File: src/rtl/wb_pad_in.sv
// Wishbone classic slave for input pads: per-pad two-flop synchroniser, debounce,
// edge-status capture and a registered level interrupt.

module wb_pad_in_lane #(
    parameter int DEBOUNCE_CYCLES = 16
) (
    input  logic clk_i,
    input  logic rstn,
    input  logic pad,
    output logic raw,
    output logic deb,
    output logic rise,
    output logic fall
);
    localparam int CW = $clog2(DEBOUNCE_CYCLES + 1);
    localparam logic [CW-1:0] CNT_LAST = CW'(DEBOUNCE_CYCLES - 1);

    logic          sync1, sync2;
    logic [CW-1:0] cnt;
    logic          flip;

    // flip marks the edge where the debounced level takes the synchronised value
    assign flip = (sync2 != deb) && (cnt == CNT_LAST);
    assign raw  = sync2;
    assign rise = flip & sync2;
    assign fall = flip & ~sync2;

    always_ff @(posedge clk_i) begin
        if (!rstn) begin
            sync1 <= 1'b0;
            sync2 <= 1'b0;
            deb   <= 1'b0;
            cnt   <= '0;
        end else begin
            sync1 <= pad;
            sync2 <= sync1;
            if (sync2 == deb) begin
                cnt <= '0;
            end else if (flip) begin
                deb <= sync2;
                cnt <= '0;
            end else begin
                cnt <= cnt + 1'b1;
            end
        end
    end
endmodule

module wb_pad_in #(
    parameter int NUM_PADS        = 4,
    parameter int DEBOUNCE_CYCLES = 16,
    parameter int WB_ADDR_WIDTH   = 32
) (
    input  logic                     clk_i,
    input  logic                     rstn,
    input  logic [WB_ADDR_WIDTH-1:0] wb_adr_i,
    input  logic [31:0]              wb_dat_i,
    input  logic [3:0]               wb_sel_i,
    input  logic                     wb_we_i,
    input  logic                     wb_cyc_i,
    input  logic                     wb_stb_i,
    output logic [31:0]              wb_dat_o,
    output logic                     wb_ack_o,
    output logic                     wb_err_o,
    input  logic [NUM_PADS-1:0]      pad_i,
    output logic                     irq_o
);
    localparam logic [2:0] A_DATA = 3'd0;
    localparam logic [2:0] A_RAW  = 3'd1;
    localparam logic [2:0] A_IEN  = 3'd2;
    localparam logic [2:0] A_RISE = 3'd3;
    localparam logic [2:0] A_FALL = 3'd4;
    localparam logic [2:0] A_STAT = 3'd5;

    logic [NUM_PADS-1:0] raw, deb, rise_ev, fall_ev, wmask;
    logic [NUM_PADS-1:0] ien, rise_en, fall_en, stat;
    logic [NUM_PADS-1:0] wdata, stat_set, stat_clr;
    logic [2:0]          addr;
    logic                acc, wr;
    logic [31:0]         rdata;
    logic                unused_bits;

    wb_pad_in_lane #(.DEBOUNCE_CYCLES(DEBOUNCE_CYCLES)) u_lane [NUM_PADS-1:0] (
        .clk_i (clk_i),
        .rstn  (rstn),
        .pad   (pad_i),
        .raw   (raw),
        .deb   (deb),
        .rise  (rise_ev),
        .fall  (fall_ev)
    );

    for (genvar i = 0; i < NUM_PADS; i++) begin : g_mask
        assign wmask[i] = wb_sel_i[i/8];
    end

    assign addr        = wb_adr_i[4:2];
    assign acc         = wb_cyc_i & wb_stb_i & ~wb_ack_o;
    assign wr          = acc & wb_we_i;
    assign wdata       = wb_dat_i[NUM_PADS-1:0];
    assign wb_err_o    = 1'b0;
    assign unused_bits = ^{wb_adr_i, wb_dat_i};

    // a new edge on the same clock as a W1C of that bit keeps the bit set
    assign stat_set = (rise_ev & rise_en) | (fall_ev & fall_en);
    assign stat_clr = (wr && addr == A_STAT) ? (wdata & wmask) : '0;

    always_comb begin
        rdata = '0;
        case (addr)
            A_DATA:  rdata = 32'(deb);
            A_RAW:   rdata = 32'(raw);
            A_IEN:   rdata = 32'(ien);
            A_RISE:  rdata = 32'(rise_en);
            A_FALL:  rdata = 32'(fall_en);
            A_STAT:  rdata = 32'(stat);
            default: rdata = '0;
        endcase
    end

    always_ff @(posedge clk_i) begin
        if (!rstn) begin
            wb_ack_o <= 1'b0;
            wb_dat_o <= '0;
            ien      <= '0;
            rise_en  <= '0;
            fall_en  <= '0;
            stat     <= '0;
            irq_o    <= 1'b0;
        end else begin
            wb_ack_o <= acc;
            if (acc) wb_dat_o <= rdata;
            if (wr) begin
                case (addr)
                    A_IEN:   ien     <= (ien     & ~wmask) | (wdata & wmask);
                    A_RISE:  rise_en <= (rise_en & ~wmask) | (wdata & wmask);
                    A_FALL:  fall_en <= (fall_en & ~wmask) | (wdata & wmask);
                    default: ;
                endcase
            end
            stat  <= (stat & ~stat_clr) | stat_set;
            irq_o <= |(stat & ien);
        end
    end
endmodule

File: config.mk
export PLATFORM = sky130hd
export DESIGN_NAME = wb_pad_in
export DESIGN_NICKNAME = d
export VERILOG_FILES = /design/src/rtl/wb_pad_in.sv
export SDC_FILE = /design/constraint.sdc
export NUM_CORES = 1
export LEC_CHECK = 0
export ABC_AREA = 1
export CAP_MARGIN = 20
export CORE_MARGIN = 2
export CORE_UTILIZATION = 45
export DETAILED_ROUTE_END_ITERATION = 7
export PLACE_DENSITY = 0.85
export SLEW_MARGIN = 10
export SYNTH_ARGS = -nofsm -noshare
export SYNTH_HDL_FRONTEND = slang
export SYNTH_SLANG_ARGS = --single-unit
File: constraint.sdc
create_clock -name clk_i -period 2.8 [get_ports clk_i]
set_input_delay 0.28 -clock clk_i [delete_from_list [all_inputs] [get_ports clk_i]]
set_output_delay 0.28 -clock clk_i [all_outputs]
set_load 0.01 [all_outputs]
==> flow_metrics.env, run 1 <==
export IMPL_synth_edff_count=0
export IMPL_cts_tree="built"
export IMPL_ant_nets=0
export IMPL_synth_seq_cells=54
export IMPL_clkLatencyLatePin_ns=0.30
export IMPL_critical_path_class="in2reg"
export IMPL_fin_tns_setup_ns=0
export IMPL_hold_viol_final=0
export IMPL_routed_wl_um=4670
export IMPL_drt_first_pass_iters=4
export IMPL_cts_hold_buf=0
export IMPL_rows=27
export IMPL_drtIter0Drc=119
export IMPL_r2r_cells=7
export IMPL_cp_start_kind="input pin"
export IMPL_nFillCells=540
export IMPL_root_buffer="clkbuf_8"
export IMPL_period_share_pct=59.0
export IMPL_antenna_found_initial=0
export IMPL_netlist_area_sq_um=2590
export IMPL_required_ns=3.00
export IMPL_period_needed_ns=1.65
export IMPL_async_flop_share_pct=0
export IMPL_clkSinkCount=54
export IMPL_start_util_pct=46.8
export IMPL_synth_top_cells_by_count="nor2_1 (59), dfxtp_1 (54), nand2_1 (46)"
export IMPL_chipWidth_um=79.9
export IMPL_cap_violations=0
export IMPL_ir_drop_v=0.000239
export IMPL_postCtsSetupBuffers=0
export IMPL_gp_congestion=0.831
export IMPL_finClkSkew_ns=0.00807
export IMPL_nets=447
export IMPL_p_int_mw=1.09
export IMPL_yosysWarnings=0
export IMPL_hp_class="reg2reg"
export IMPL_area_delta_synth_final_pct=10.2
export IMPL_leakage_nw=1.24
export IMPL_path_clk_slew_ns=0.09
export IMPL_whs_path_depth=2
export IMPL_setup_viol=0
export IMPL_numPortBuffers=22
export IMPL_outcome="finished clean"
export IMPL_grt_pass1_wl_um=8080
export IMPL_cts_max_level=2
export IMPL_yosysMostFrequentCell="nor2_1"
export IMPL_fin_util_pct=51.6
export IMPL_cp_max_fo=14
export IMPL_slew_viol_final=0
export IMPL_synth_top_area_cell="dfxtp_1"
export IMPL_rsz0062_at_grt="false"
export IMPL_clock_path_buffers=2
export IMPL_cp_arrival_ns=1.86
export IMPL_grt_util_all_layers_pct=16.0
export IMPL_syn_inst=340
export IMPL_cts_resized=0
export IMPL_slew_headroom_pct=58.7
export IMPL_grt_pass1_vias=1818
export IMPL_seqPwrFrac_pct=55.3
export IMPL_yosysUniqueCellTypes=30
export IMPL_yosys_top_cells_area="dfxtp_1 (42%), buf_4 (9.0%), nor2_1 (8.5%)"
export IMPL_p_clk_share_pct=36.0
export IMPL_diodes=0
export IMPL_ys_seq_area_share_pct=41.7
export IMPL_dieArea_sq_um=6390
export IMPL_routed_via_density=4.76
export IMPL_switching_share_pct=23.3
export IMPL_fp_coreArea_sq_um=5540
export IMPL_fmax_ghz=0.606
export IMPL_grt_ovfl_total=0
export IMPL_drcViolationCount=0
export IMPL_fp_dieH_um=79.9
export IMPL_io_pins=112
export IMPL_synth_avg_cell_area_sq_um=7.63
export IMPL_powerDensity_nw_per_um2=497
export IMPL_routedWlPerCell_um=10.7
export IMPL_worst_slew_pin_slew_ns=0.617
export IMPL_synth_flop_cell="dfxtp_1"
export IMPL_p_comb_share_pct=8.6
export IMPL_cts_buffers=5
export IMPL_synth_top_area_share_pct=41.7
export IMPL_cp_end_kind="flop"
export IMPL_vias=2072
export IMPL_switching_power_mw=0.332
export IMPL_drive_above_1_share_pct=7.99
export IMPL_grt_max_degree=29
export IMPL_dp_hpwl_um=3490
## kinds of logic (layout without fill, tap and decap cells)
family,after synthesis,after routing,synth area share [%]
other,1,29,0.145
adders and majority gates,8,8,3.86
buffers and inverters,79,74,16.9
xor gates and xnor gates,4,4,1.35
AOI/OAI and AO/OA,44,44,9.45
DFF,54,54,41.7
and+or+nand+nor,150,150,26.7
## worst paths after layout
check / startpoint / end / slack [ns]
worst min-delay path: u_lane[2].sync1$_SDFF_PN0_ / u_lane[2].raw$_SDFF_PN0_ / 0.42
worst max register to register: u_lane[0].cnt[0]$_SDFF_PP0_ / u_lane[0].cnt[2]$_SDFF_PP0_ / 1.37
worst max-delay path: wb_adr_i[4] / flop / 1.15
worst min register to register: u_lane[2].sync1$_SDFF_PN0_ / u_lane[2].raw$_SDFF_PN0_ / 0.42
## worst max-delay path: stages
cell and delay [ns]:
clkdlybuf4s50_1 0.70, inv_4 0.29, nand3_1 0.19, inv_2 0.09
nand2_2 0.08, o21ai_0 0.16, nor2_1 0.06
## per-stage QoR
stage	cell area, sq um	std cells	worst slack [ns]	power, mW	hold WS (ns)
3_5_place_dp	2750	427	0.889	0.926	0.400
6_report	2860	435	1.15	1.42	0.420
3_3_place_gp	2750	427	0.918	0.924	0.397
2_1_floorplan	2700	368	1.52	0.912	0.378
5_1_grt	2860	435	1.05	1.49	0.437
4_1_cts	2860	435	1.22	1.44	0.421
## layout make-up
| class | count | area, sq um | share of cell area, % |
|---|---|---|---|
| clock inverter | 2 | 37.5 | 1.31 |
| tap | 72 | 90.1 | 3.15 |
| sequential | 54 | 1080 | 37.8 |
| inverter | 43 | 169 | 5.91 |
| timing repair buffer | 23 | 228 | 7.96 |
| clock buffer | 6 | 72.6 | 2.54 |
| multi-input combinational | 235 | 1180 | 41.3 |
## metal layers
| metal | up-vias | track usage (%) | wire length [um] |
|---|---|---|---|
| li1 | 1067 | - | - |
| met1 | 910 | 20.0 | 2090 |
| met2 | 89 | 27.0 | 2150 |
| met3 | 6 | 3.62 | 361 |
| met4 | 0 | 5.59 | 71 |
| met5 | - | 0 | 0 |
## power by group through the flow
stage	clock network, mW	registers (mW)	logic, mW
5_1_grt	0.564	0.789	0.136
3_3_place_gp	0	0.805	0.119
6_report	0.513	0.787	0.123
2_1_floorplan	0	0.805	0.106
4_1_cts	0.528	0.787	0.122
3_5_place_dp	0	0.805	0.121
## cells in the final DEF, fill, tap and decap left out
cell	Yosys	layout
xor2_1	4	4
inv_1	33	33
dfxtp_1	54	54
nand3_4	1	1
clkbuf_8	0	5
a21oi_1	14	14
nor2_8	1	1
nand2_1	46	46
nand3_1	22	22
o21ai_2	1	1
nand2_2	3	3
nand4_1	11	11
nor2_1	59	59
nor3b_1	4	4
nand2_4	1	1
a41oi_1	1	1
inv_4	1	1
clkinvlp_4	0	1
a21oi_2	2	2
conb_1	1	29
inv_2	8	8
buf_4	31	1
nor2_4	1	1
o21ai_0	17	17
ha_1	8	8
clkbuf_1	1	1
bufinv_16	0	1
nand3_2	1	1
clkdlybuf4s50_1	0	22
clkinv_4	1	1
o211ai_1	4	4
o21ai_1	5	5
Power figures use the tool's default switching activity.
==> run 2, diff against run 1 <==
--- a/config.mk
+++ b/config.mk
@@ -8,9 +8,9 @@
 export ABC_AREA = 1
 export CAP_MARGIN = 20
 export CORE_MARGIN = 2
-export CORE_UTILIZATION = 45
+export CORE_UTILIZATION = 38
 export DETAILED_ROUTE_END_ITERATION = 7
-export PLACE_DENSITY = 0.85
+export PLACE_DENSITY = 0.76
 export SLEW_MARGIN = 10
 export SYNTH_ARGS = -nofsm -noshare
 export SYNTH_HDL_FRONTEND = slang
==> constraint.sdc (replaced) <==
create_clock -name clk_i -period 1.4 [get_ports clk_i]
set_input_delay 0.14 -clock clk_i [delete_from_list [all_inputs] [get_ports clk_i]]
set_output_delay 0.14 -clock clk_i [all_outputs]
set_load 0.01 [all_outputs]
==> flow_metrics.env, run 2 (same netlist as run 1, synthesis figures left out) <==
export IMPL_outcome="finished clean"
export IMPL_start_util_pct=38.8
export IMPL_crit_buf_inv=1
export IMPL_gp_congestion=0.848
export IMPL_rsz0062_at_grt="true"
export IMPL_cp_max_fo=2
export IMPL_cp_arrival_ns=1.18
export IMPL_grt_pass1_wl_um=8070
export IMPL_period_share_pct=94.4
export IMPL_fp_dieH_um=86.6
export IMPL_cts_hold_buf=0
export IMPL_crit_chain="clkdlybuf4s50_1"
export IMPL_leakage_nw=1.32
export IMPL_cp_end_kind="output pin"
export IMPL_cts_max_level=2
export IMPL_fmax_ghz=0.757
export IMPL_fp_coreArea_sq_um=6680
export IMPL_cp_slowest_cell="clkdlybuf4s50_1"
export IMPL_io_pins=112
export IMPL_rows=30
export IMPL_path_clk_slew_ns=0.09
export IMPL_slowest_delay_ns=0.54
export IMPL_cap_violations=0
export IMPL_routed_wl_um=4840
export IMPL_clock_path_buffers=2
export IMPL_powerDensity_nw_per_um2=903
export IMPL_dieArea_sq_um=7510
export IMPL_cpLargestDelayFamily="buffers and inverters"
export IMPL_hp_class="in2reg"
export IMPL_mostFrequentLayoutCell="nor2_1"
export IMPL_fin_util_pct=45.3
export IMPL_vias=2100
export IMPL_routed_via_density=4.59
export IMPL_nets=462
export IMPL_grt_ovfl_total=0
export IMPL_numPortBuffers=22
export IMPL_final_cell_mix="nor2_1 (55), dfxtp_1 (50), nand2_1 (42)"
export IMPL_chipWidth_um=86.6
export IMPL_cts_tree="built"
export IMPL_grt_util_all_layers_pct=13.3
export IMPL_grt_max_degree=29
export IMPL_dp_hpwl_um=3740
export IMPL_cp_start_kind="flop"
export IMPL_setup_viol=0
export IMPL_finalPower_mw=2.73
export IMPL_diodes=0
export IMPL_slew_viol_final=0
export IMPL_drt_first_pass_iters=4
export IMPL_ir_drop_v=0.000462
export IMPL_routedWlPerCell_um=10.6
export IMPL_clkSinkCount=54
export IMPL_ant_nets=0
export IMPL_period_needed_ns=1.32
export IMPL_drtIter0Drc=128
export IMPL_finClkSkew_ns=0.00836
export IMPL_area_delta_synth_final_pct=16.7
export IMPL_antenna_found_initial=0
export IMPL_drive_above_1_share_pct=16.7
export IMPL_grt_pass1_vias=1925
export IMPL_root_buffer="clkbuf_8"
export IMPL_critical_path_class="reg2out"
export IMPL_drcViolationCount=0
export IMPL_clkLatencyLatePin_ns=0.30
export IMPL_cts_buffers=5
export IMPL_hold_viol_final=0
export IMPL_required_ns=1.26
==> run 2: cell count changes in the layout (fill, tap and decap cells not counted), sizes merged <==
cell / previous run / this run
clkinvlp: 1 / 0
clkinv: 1 / 2
clkbuf: 6 / 7
bufinv: 1 / 0
buf: 1 / 16
==> run 2: final timing paths <==
kind | start | end | slack, ns | cells past startpoint
setup / recovery | wb_dat_o[2]$_SDFFE_PN0N_ | wb_dat_o[2] | 0.08 | 1
hold / removal | pad_i[2] | u_lane[2].sync1$_SDFF_PN0_ | 0.36 | 3
setup reg to reg | u_lane[2].cnt[0]$_SDFF_PP0_ | u_lane[2].cnt[2]$_SDFF_PP0_ | 0.08 | 7
hold reg to reg | u_lane[1].cnt[0]$_SDFF_PP0_ | u_lane[1].cnt[0]$_SDFF_PP0_ | 0.42 | 1
==> run 2: layout make-up <==
type,count,area (sq um)
Clock buffer,7,86.3
Clock inverter,1,5.00
Fill cell,671,3650
Inverter,43,169
Multi-Input combinational cell,235,1230
Sequential cell,54,1090
Tap cell,80,100
Timing Repair Buffer,38,353
==> run 2: metrics by stage <==
stage	cells	cell area (sq um)	hold slack, ns	worst slack (ns)	TNS, ns
detailed placement	449	2880	0.398	-0.0888	-1.28
floorplan	368	2700	0.238	0.125	0
global placement	449	2880	0.398	-0.0996	-1.32
CTS	457	2980	0.352	0.00349	0
global route	458	3030	0.373	-0.0345	-0.0786
finish	458	3030	0.357	0.0788	0
==> run 2: report_power, final <==
group	switching, mW	internal [mW]	total (mW)	leakage (nW)
Sequential	0.0149	1.56	1.57	0.440
Combinational	0.163	0.111	0.274	0.834
Clock	0.485	0.400	0.885	0.0482
Total	0.663	2.07	2.73	1.32
==> run 2: repair_timing <==
action | in CTS | in global routing
setup buffers | 0 | 1
pin swaps | 0 | 5
resized for setup | 4 | 17
setup endpoints to repair | 2 | 19
==> run 2: layer usage <==
| layer | up-vias | global-route usage (%) | wire length, um |
|---|---|---|---|
| met5 | - | 0 | 0 |
| met4 | 0 | 5.97 | 68 |
| met3 | 5 | 2.10 | 177 |
| met2 | 53 | 22.4 | 2320 |
| met1 | 941 | 16.6 | 2270 |
| li1 | 1101 | - | - |
==> run 3, diff against run 2 <==
--- a/config.mk
+++ b/config.mk
@@ -6,7 +6,7 @@
 export NUM_CORES = 1
 export LEC_CHECK = 0
 export ABC_AREA = 1
-export CAP_MARGIN = 20
+export CAP_MARGIN = 10
 export CORE_MARGIN = 2
 export CORE_UTILIZATION = 38
 export DETAILED_ROUTE_END_ITERATION = 7
==> results of run 3 <==
No change in the layout: final DEF, timing and power equal those of run 2.
